<file path="src/rtl/led_pwm_bank_if.sv">
// Register strobe bus between the I2C register controller and the LED PWM bank.
// The controller is the master: it issues one-cycle write/read strobes and the bank returns registered read data.
interface led_pwm_bank_if #(
    parameter int ADDR_W = 4
);
    logic [ADDR_W-1:0] reg_addr;
    logic [7:0]        reg_wdata;
    logic              reg_write;
    logic              reg_read;
    logic [7:0]        reg_rdata;

    modport master (
        output reg_addr,
        output reg_wdata,
        output reg_write,
        output reg_read,
        input  reg_rdata
    );

    modport slave (
        input  reg_addr,
        input  reg_wdata,
        input  reg_write,
        input  reg_read,
        output reg_rdata
    );
endinterface

</file>
<file path="src/rtl/led_pwm_bank.sv">
// N-channel LED PWM engine: register file, free-running PWM counter with period-aligned
// duty shadows, group dim/blink overlay and a SLEEP gate over all LED activity.
module led_pwm_bank #(
    parameter int NUM_CH   = 8,
    parameter int PWM_BITS = 8,
    parameter int ADDR_W   = 4
) (
    input  logic              clk_osc,
    input  logic              reset,
    led_pwm_bank_if.slave     bus,
    output logic              sleep,
    output logic [NUM_CH-1:0] leds
);
    localparam int NUM_LO    = (NUM_CH + 3) / 4;
    localparam int A_GRPPWM  = NUM_CH + 1;
    localparam int A_GRPFREQ = NUM_CH + 2;
    localparam int A_LEDOUT  = NUM_CH + 3;
    localparam int PW        = PWM_BITS + 8;
    localparam logic [PWM_BITS-1:0] PCNT_MAX = '1;

    logic [31:0]         addr;
    logic                mode_sleep;
    logic                mode_dmblnk;
    logic [7:0]          pwm_reg [NUM_CH];
    logic [7:0]          grppwm;
    logic [7:0]          grpfreq;
    logic [7:0]          ledout [NUM_LO];
    logic [7:0]          rd_val;
    logic [7:0]          rdata_q;

    logic [PWM_BITS-1:0] pcnt;
    logic [7:0]          bcnt;
    logic [7:0]          on_len_q;
    logic                dmblnk_seen;
    logic [PWM_BITS-1:0] duty_sh [NUM_CH];
    logic [PWM_BITS-1:0] dim_sh  [NUM_CH];

    logic                period_start;
    logic                period_end;
    logic [PWM_BITS-1:0] duty_new [NUM_CH];
    logic [PWM_BITS-1:0] dim_new  [NUM_CH];
    logic [PW-1:0]       dim_prod [NUM_CH];
    logic [15:0]         blink_prod;
    logic [7:0]          on_len_new;
    logic [7:0]          on_len_eff;
    logic                gate;
    logic [NUM_CH-1:0]   led_next;

    assign addr          = 32'(bus.reg_addr);
    assign sleep         = mode_sleep;
    assign bus.reg_rdata = rdata_q;

    always_ff @(posedge clk_osc) begin
        if (reset) begin
            mode_sleep  <= 1'b1;
            mode_dmblnk <= 1'b0;
            grppwm      <= 8'h00;
            grpfreq     <= 8'h00;
            for (int i = 0; i < NUM_CH; i++) pwm_reg[i] <= 8'h00;
            for (int k = 0; k < NUM_LO; k++) ledout[k] <= 8'h00;
        end else if (bus.reg_write) begin
            if (addr == 32'd0) begin
                mode_sleep  <= bus.reg_wdata[4];
                mode_dmblnk <= bus.reg_wdata[5];
            end
            for (int i = 0; i < NUM_CH; i++) begin
                if (addr == 32'(i + 1)) pwm_reg[i] <= bus.reg_wdata;
            end
            if (addr == 32'(A_GRPPWM))  grppwm  <= bus.reg_wdata;
            if (addr == 32'(A_GRPFREQ)) grpfreq <= bus.reg_wdata;
            for (int k = 0; k < NUM_LO; k++) begin
                if (addr == 32'(A_LEDOUT + k)) ledout[k] <= bus.reg_wdata;
            end
        end
    end

    always_comb begin
        rd_val = 8'h00;
        if (addr == 32'd0) rd_val = {2'b00, mode_dmblnk, mode_sleep, 4'h0};
        for (int i = 0; i < NUM_CH; i++) begin
            if (addr == 32'(i + 1)) rd_val = pwm_reg[i];
        end
        if (addr == 32'(A_GRPPWM))  rd_val = grppwm;
        if (addr == 32'(A_GRPFREQ)) rd_val = grpfreq;
        for (int k = 0; k < NUM_LO; k++) begin
            if (addr == 32'(A_LEDOUT + k)) rd_val = ledout[k];
        end
    end

    // Read data is captured from the pre-write register contents, so a same-cycle
    // write to the read address returns the old value.
    always_ff @(posedge clk_osc) begin
        if (reset) begin
            rdata_q <= 8'h00;
        end else if (bus.reg_read) begin
            rdata_q <= rd_val;
        end
    end

    assign period_start = (pcnt == '0);
    assign period_end   = (pcnt == PCNT_MAX);

    always_comb begin
        for (int i = 0; i < NUM_CH; i++) begin
            duty_new[i] = pwm_reg[i][7 -: PWM_BITS];
            dim_prod[i] = PW'(duty_new[i]) * PW'({1'b0, grppwm} + 9'd1);
            dim_new[i]  = dim_prod[i][PW-1:8];
        end
        blink_prod = (16'(grpfreq) + 16'd1) * 16'(grppwm);
        on_len_new = blink_prod[15:8];
    end

    // At the latch point the freshly computed values are used directly, so the
    // first cycle of each period already reflects the new duty and blink length.
    always_comb begin
        led_next   = '0;
        on_len_eff = (period_start && bcnt == 8'd0) ? on_len_new : on_len_q;
        gate       = (bcnt < on_len_eff);
        for (int i = 0; i < NUM_CH; i++) begin
            case (ledout[i / 4][2 * (i % 4) +: 2])
                2'b00: led_next[i] = 1'b0;
                2'b01: led_next[i] = 1'b1;
                2'b10: led_next[i] = (pcnt < (period_start ? duty_new[i] : duty_sh[i]));
                default: begin
                    if (mode_dmblnk) begin
                        led_next[i] = (pcnt < (period_start ? duty_new[i] : duty_sh[i])) & gate;
                    end else begin
                        led_next[i] = (pcnt < (period_start ? dim_new[i] : dim_sh[i]));
                    end
                end
            endcase
        end
    end

    always_ff @(posedge clk_osc) begin
        if (reset) begin
            pcnt        <= '0;
            bcnt        <= 8'd0;
            on_len_q    <= 8'd0;
            dmblnk_seen <= 1'b0;
            leds        <= '0;
            for (int i = 0; i < NUM_CH; i++) begin
                duty_sh[i] <= '0;
                dim_sh[i]  <= '0;
            end
        end else if (mode_sleep) begin
            pcnt        <= '0;
            bcnt        <= 8'd0;
            dmblnk_seen <= mode_dmblnk;
            leds        <= '0;
        end else begin
            pcnt <= pcnt + PWM_BITS'(1);
            leds <= led_next;
            if (period_start) begin
                for (int i = 0; i < NUM_CH; i++) begin
                    duty_sh[i] <= duty_new[i];
                    dim_sh[i]  <= dim_new[i];
                end
                if (bcnt == 8'd0) on_len_q <= on_len_new;
            end
            // A dim/blink change seen at the wrap restarts the blink sequence.
            if (period_end) begin
                if (mode_dmblnk != dmblnk_seen) begin
                    bcnt        <= 8'd0;
                    dmblnk_seen <= mode_dmblnk;
                end else if (bcnt >= grpfreq) begin
                    bcnt <= 8'd0;
                end else begin
                    bcnt <= bcnt + 8'd1;
                end
            end
        end
    end
endmodule

</file>
<file path="src/flat_wrapper.sv">
// flat-port wrapper written by rule: the top's interface ports become plain ports
module led_pwm_bank_flat 
#(
    parameter int NUM_CH   = 8,
    parameter int PWM_BITS = 8,
    parameter int ADDR_W   = 4
)
  (clk_osc, reset, sleep, leds, bus_reg_addr, bus_reg_wdata, bus_reg_write, bus_reg_read, bus_reg_rdata);
  led_pwm_bank_if #(.ADDR_W(ADDR_W)) bus_i ();
  input  logic clk_osc;
  input  logic reset;
  output logic sleep;
  output logic [NUM_CH-1:0] leds;
  input wire logic [$bits(bus_i.reg_addr)-1:0] bus_reg_addr;
  input wire logic [$bits(bus_i.reg_wdata)-1:0] bus_reg_wdata;
  input wire logic [$bits(bus_i.reg_write)-1:0] bus_reg_write;
  input wire logic [$bits(bus_i.reg_read)-1:0] bus_reg_read;
  output wire logic [$bits(bus_i.reg_rdata)-1:0] bus_reg_rdata;
  assign bus_i.reg_addr = bus_reg_addr;
  assign bus_i.reg_wdata = bus_reg_wdata;
  assign bus_i.reg_write = bus_reg_write;
  assign bus_i.reg_read = bus_reg_read;
  assign bus_reg_rdata = bus_i.reg_rdata;
  led_pwm_bank #(.NUM_CH(NUM_CH), .PWM_BITS(PWM_BITS), .ADDR_W(ADDR_W)) u_core (.clk_osc(clk_osc), .reset(reset), .bus(bus_i), .sleep(sleep), .leds(leds));
endmodule
</file>
<file path="config.mk">
export PLATFORM = sky130hd
export DESIGN_NAME = led_pwm_bank_flat
export DESIGN_NICKNAME = d
export VERILOG_FILES = /design/src/rtl/led_pwm_bank_if.sv /design/src/rtl/led_pwm_bank.sv /design/src/flat_wrapper.sv
export SDC_FILE = /design/constraint.sdc
export NUM_CORES = 2
export LEC_CHECK = 0
export CORE_MARGIN = 3
export CORE_UTILIZATION = 55
export DETAILED_ROUTE_END_ITERATION = 6
export PLACE_DENSITY = 0.69
export RECOVER_POWER = 25
export SLEW_MARGIN = 10
export SYNTH_ARGS = -nofsm -noshare
export SYNTH_HDL_FRONTEND = slang
export SYNTH_SLANG_ARGS = --single-unit
</file>
<file path="constraint.sdc">
create_clock -name clk_osc -period 13.5 [get_ports clk_osc]
set_clock_uncertainty 0.1 [all_clocks]
set_input_delay 2.7 -clock clk_osc [delete_from_list [all_inputs] [get_ports clk_osc]]
set_output_delay 2.7 -clock clk_osc [all_outputs]
set_load 0.02 [all_outputs]
</file>
==> run metrics <==
status finished with violations; failing checks max-capacitance violations, max-slew violations; met2 global-route usage a little under half; WP data arrival 8.71 ns; Die X between 200 and 300 um; final worst slack 5.16 ns; Root Driver clkbuf_16; area of the mapped netlist about 0.034 mm^2; reg2reg start u_core.grppwm[1]$_SDFFE_PP0P_; vias in the first global route 27000; P&R area growth vs syn 5.61%; min-delay src u_core.on_len_q[0]$_SDFFE_PP0P_; cells on worst reg2reg path 28; final setup TNS 0 ns; sequential fraction of the synthesis area 21.8%; Iteration-0 DRC Markers 1699; clk slew on worst S/H paths 0.06 ns; # setup viols final 0; Remaining DRCs 0; Global Route Usage Sum 28.0%; PwrDens 59.5 mW/mm^2; Worst Path Max Fanout 40; Crit Path Category flop to flop; post-cts sizing count 0; IO Port Bufs 32; GR Overflow Total 0; synth cell count leaders 522 x inv_1, 421 x ha_1, 386 x and2_1, 360 x fa_1, 234 x nor2_1; first-pass GRT wire length 144000 um; CTS Buffer Depth 3; Setup Fix Bufs, Post-CTS 0; EDFF count, synth 208; layout cells sized above 1 approximately 3.5%; Die ar. 0.0650 mm^2; Skew-Pair Late Insertion Delay 0.57 ns; post-DP HPWL 63900 um; pin count of the biggest net entering global routing 72; die height 255 um; DRT Pass-1 Iters 6; starting density of the core 56.0%; remaining antenna violation count 0; yosys warns 0; CP bufs+invs 4; min Tclk post-route around 8.3 ns; headroom to the max-slew limit -132%; core area about 0.06 mm^2; hold path cells 2; #FFs+latches synth 267; RSZ-0062 raised after global routing no; vias per cell 5.85; Max-Cap Viols 2; Post-synth top flop edfxtp_1; CTS Hold Buffers Added 0; Unique masters post-synth 79; cell at the slowest stage of the critical path dfxtp_1; reg2reg end u_core.leds[5]$_SDFF_PP0_; Fmax 0.120 GHz; Most Crowded Layer GR met2; crit-path leading delay family adder cells; Hold WC Path Type flop to flop; reg2reg setup slack 5.16 ns; total CTS buffers 30; I/O pins 33; top area cells in the synthesized netlist fa_1 21%, edfxtp_1 18%, ha_1 15%; Post-Syn Instances 3606; maximum VDD drop 0.000113 V; top-area cell type share of the netlist area 21.1%; Setup WS pre-CTS 5.32 ns; CTS tree built; Hold Path End u_core.on_len_q[0]$_SDFFE_PP0P_; H-tree levels 1; worst slew pin tran 3.48 ns; Max Transition Viols Final 135; RePlAce Congestion ~0.94; WL/cell just over 20 um; Post-layout nets ~4300; Synthesized Nets 4403; M3 GR Usage 4.26%; initial antenna violation count 6; clock sink count 267; Crit path top cell by count fa_1; row count 90; leakage power 17.4 nW; fraction of registers with async set/reset 0%; final hold vios 0; Crit. End Element flop; Mean Syn Cell Area about 9.5 um^2; top cell type by total area after synthesis fa_1; final period utilization about three fifths; CP required 13.87 ns; CP peak stage delay 0.73 ns; crit path launch type flop; GR Util met1 between 30% and 40%; DRT Wirelength 87800 um; top-count cell post-synth inv_1; Vias 25200
## report_power, final
part	internal [W]	switching (W)
Combinational	0.000112	0.000166
Clock	0.000516	0.000350
Sequential	0.000924	0.0000723
Total	0.00155	0.000588
## cell type report
class                   count  area [um^2]
well taps                 782          978
repair buffers             67          566
clock inverters            18          234
multi-input cells        2615        24000
flip-flops and latches    267         7430
fillers                  5266        24800
diodes                      2         5.00
clock buffers              37          798
inverters                 523         1960
## worst max path at each step
stage,depth (start not counted),to,slack (ns),startpoint
floorplan,11,u_core.dim_sh[0][0]$_SDFFCE_PN0P_,1.39,u_core.pcnt[0]$_SDFF_PP0_
global placement,28,u_core.leds[5]$_SDFF_PP0_,5.38,u_core.grppwm[1]$_SDFFE_PP0P_
detailed placement,26,u_core.leds[5]$_SDFF_PP0_,5.32,u_core.grppwm[1]$_SDFFE_PP0P_
CTS,26,u_core.leds[5]$_SDFF_PP0_,5.25,u_core.grppwm[1]$_SDFFE_PP0P_
global route,27,u_core.leds[2]$_SDFF_PP0_,4.67,u_core.grppwm[0]$_SDFFE_PP0P_
finish,28,u_core.leds[5]$_SDFF_PP0_,5.16,u_core.grppwm[1]$_SDFFE_PP0P_
## routing by layer
metal / routed length (um) / part of all wire [%]
met3: 6390 / 7.3
met4: 2110 / 2.4
met5: 41 / 0.047
met1: 37000 / 42
met2: 42300 / 48
## worst reg2reg max path: cells and delay by family, from the launching register on
family	cells	cell delay, ns
adders and majority gates	7	3.03
and+or+nand+nor	8	1.83
AOI/OAI and AO/OA	8	1.24
DFF	1	0.73
buffers and inverters	4	0.69
xor gates and xnor gates	1	0.62
## cell families after synthesis
logic type	count (synthesis)	share of synthesized area [%]
xor gates and xnor gates	118	3.03
AOI/OAI and AO/OA	367	7.26
muxes	135	4.12
adders and majority gates	781	36.6
DFF	267	21.8
buffers and inverters	724	8.02
and+or+nand+nor	1214	19.2
## cells in the final DEF (no fill, tap or decap), drive strengths merged, types with 6 or more instances in the layout
| cell type | synthesis | routed |
|---|---|---|
| xnor2 | 85 | 85 |
| and2 | 391 | 391 |
| a21o | 26 | 26 |
| clkdlybuf4s50 | 0 | 14 |
| and3 | 64 | 64 |
| nand2b | 34 | 34 |
| edfxtp | 208 | 208 |
| o31ai | 16 | 16 |
| nand3b | 9 | 9 |
| nand2 | 188 | 188 |
| dfxtp | 59 | 59 |
| a211oi | 24 | 24 |
| o21bai | 7 | 7 |
| xor2 | 33 | 33 |
| a31oi | 12 | 12 |
| a2111oi | 16 | 16 |
| nor2 | 234 | 234 |
| a22oi | 7 | 7 |
| a21oi | 96 | 96 |
| clkinv | 1 | 8 |
| o21ai | 69 | 69 |
| nor4 | 6 | 6 |
| nor3b | 6 | 6 |
| inv | 522 | 524 |
| ha | 421 | 421 |
| o2111ai | 11 | 11 |
| dlygate4sd3 | 0 | 16 |
| o211ai | 15 | 15 |
| nor2b | 175 | 175 |
| nand4b | 9 | 9 |
| buf | 19 | 35 |
| nand3 | 42 | 42 |
| nor3 | 32 | 32 |
| fa | 360 | 360 |
| o21a | 25 | 25 |
| mux2i | 130 | 130 |
| clkbuf | 182 | 39 |
| a221oi | 8 | 8 |
## through the flow
stage	std cells	util, %	hold slack, ns	instance area [um^2]	total power [W]
after floorplan	3606	-	0.332	34100	0.00118
after global placement	4254	57.5	0.340	35000	0.00128
after detailed placement	4254	57.5	0.343	35000	0.00129
after CTS	4309	59.2	0.351	36000	0.00215
after global routing	4309	59.2	0.373	36000	0.00222
final	4311	59.2	0.350	36000	0.00214
Note: power is estimated with default switching activity, not from simulation.
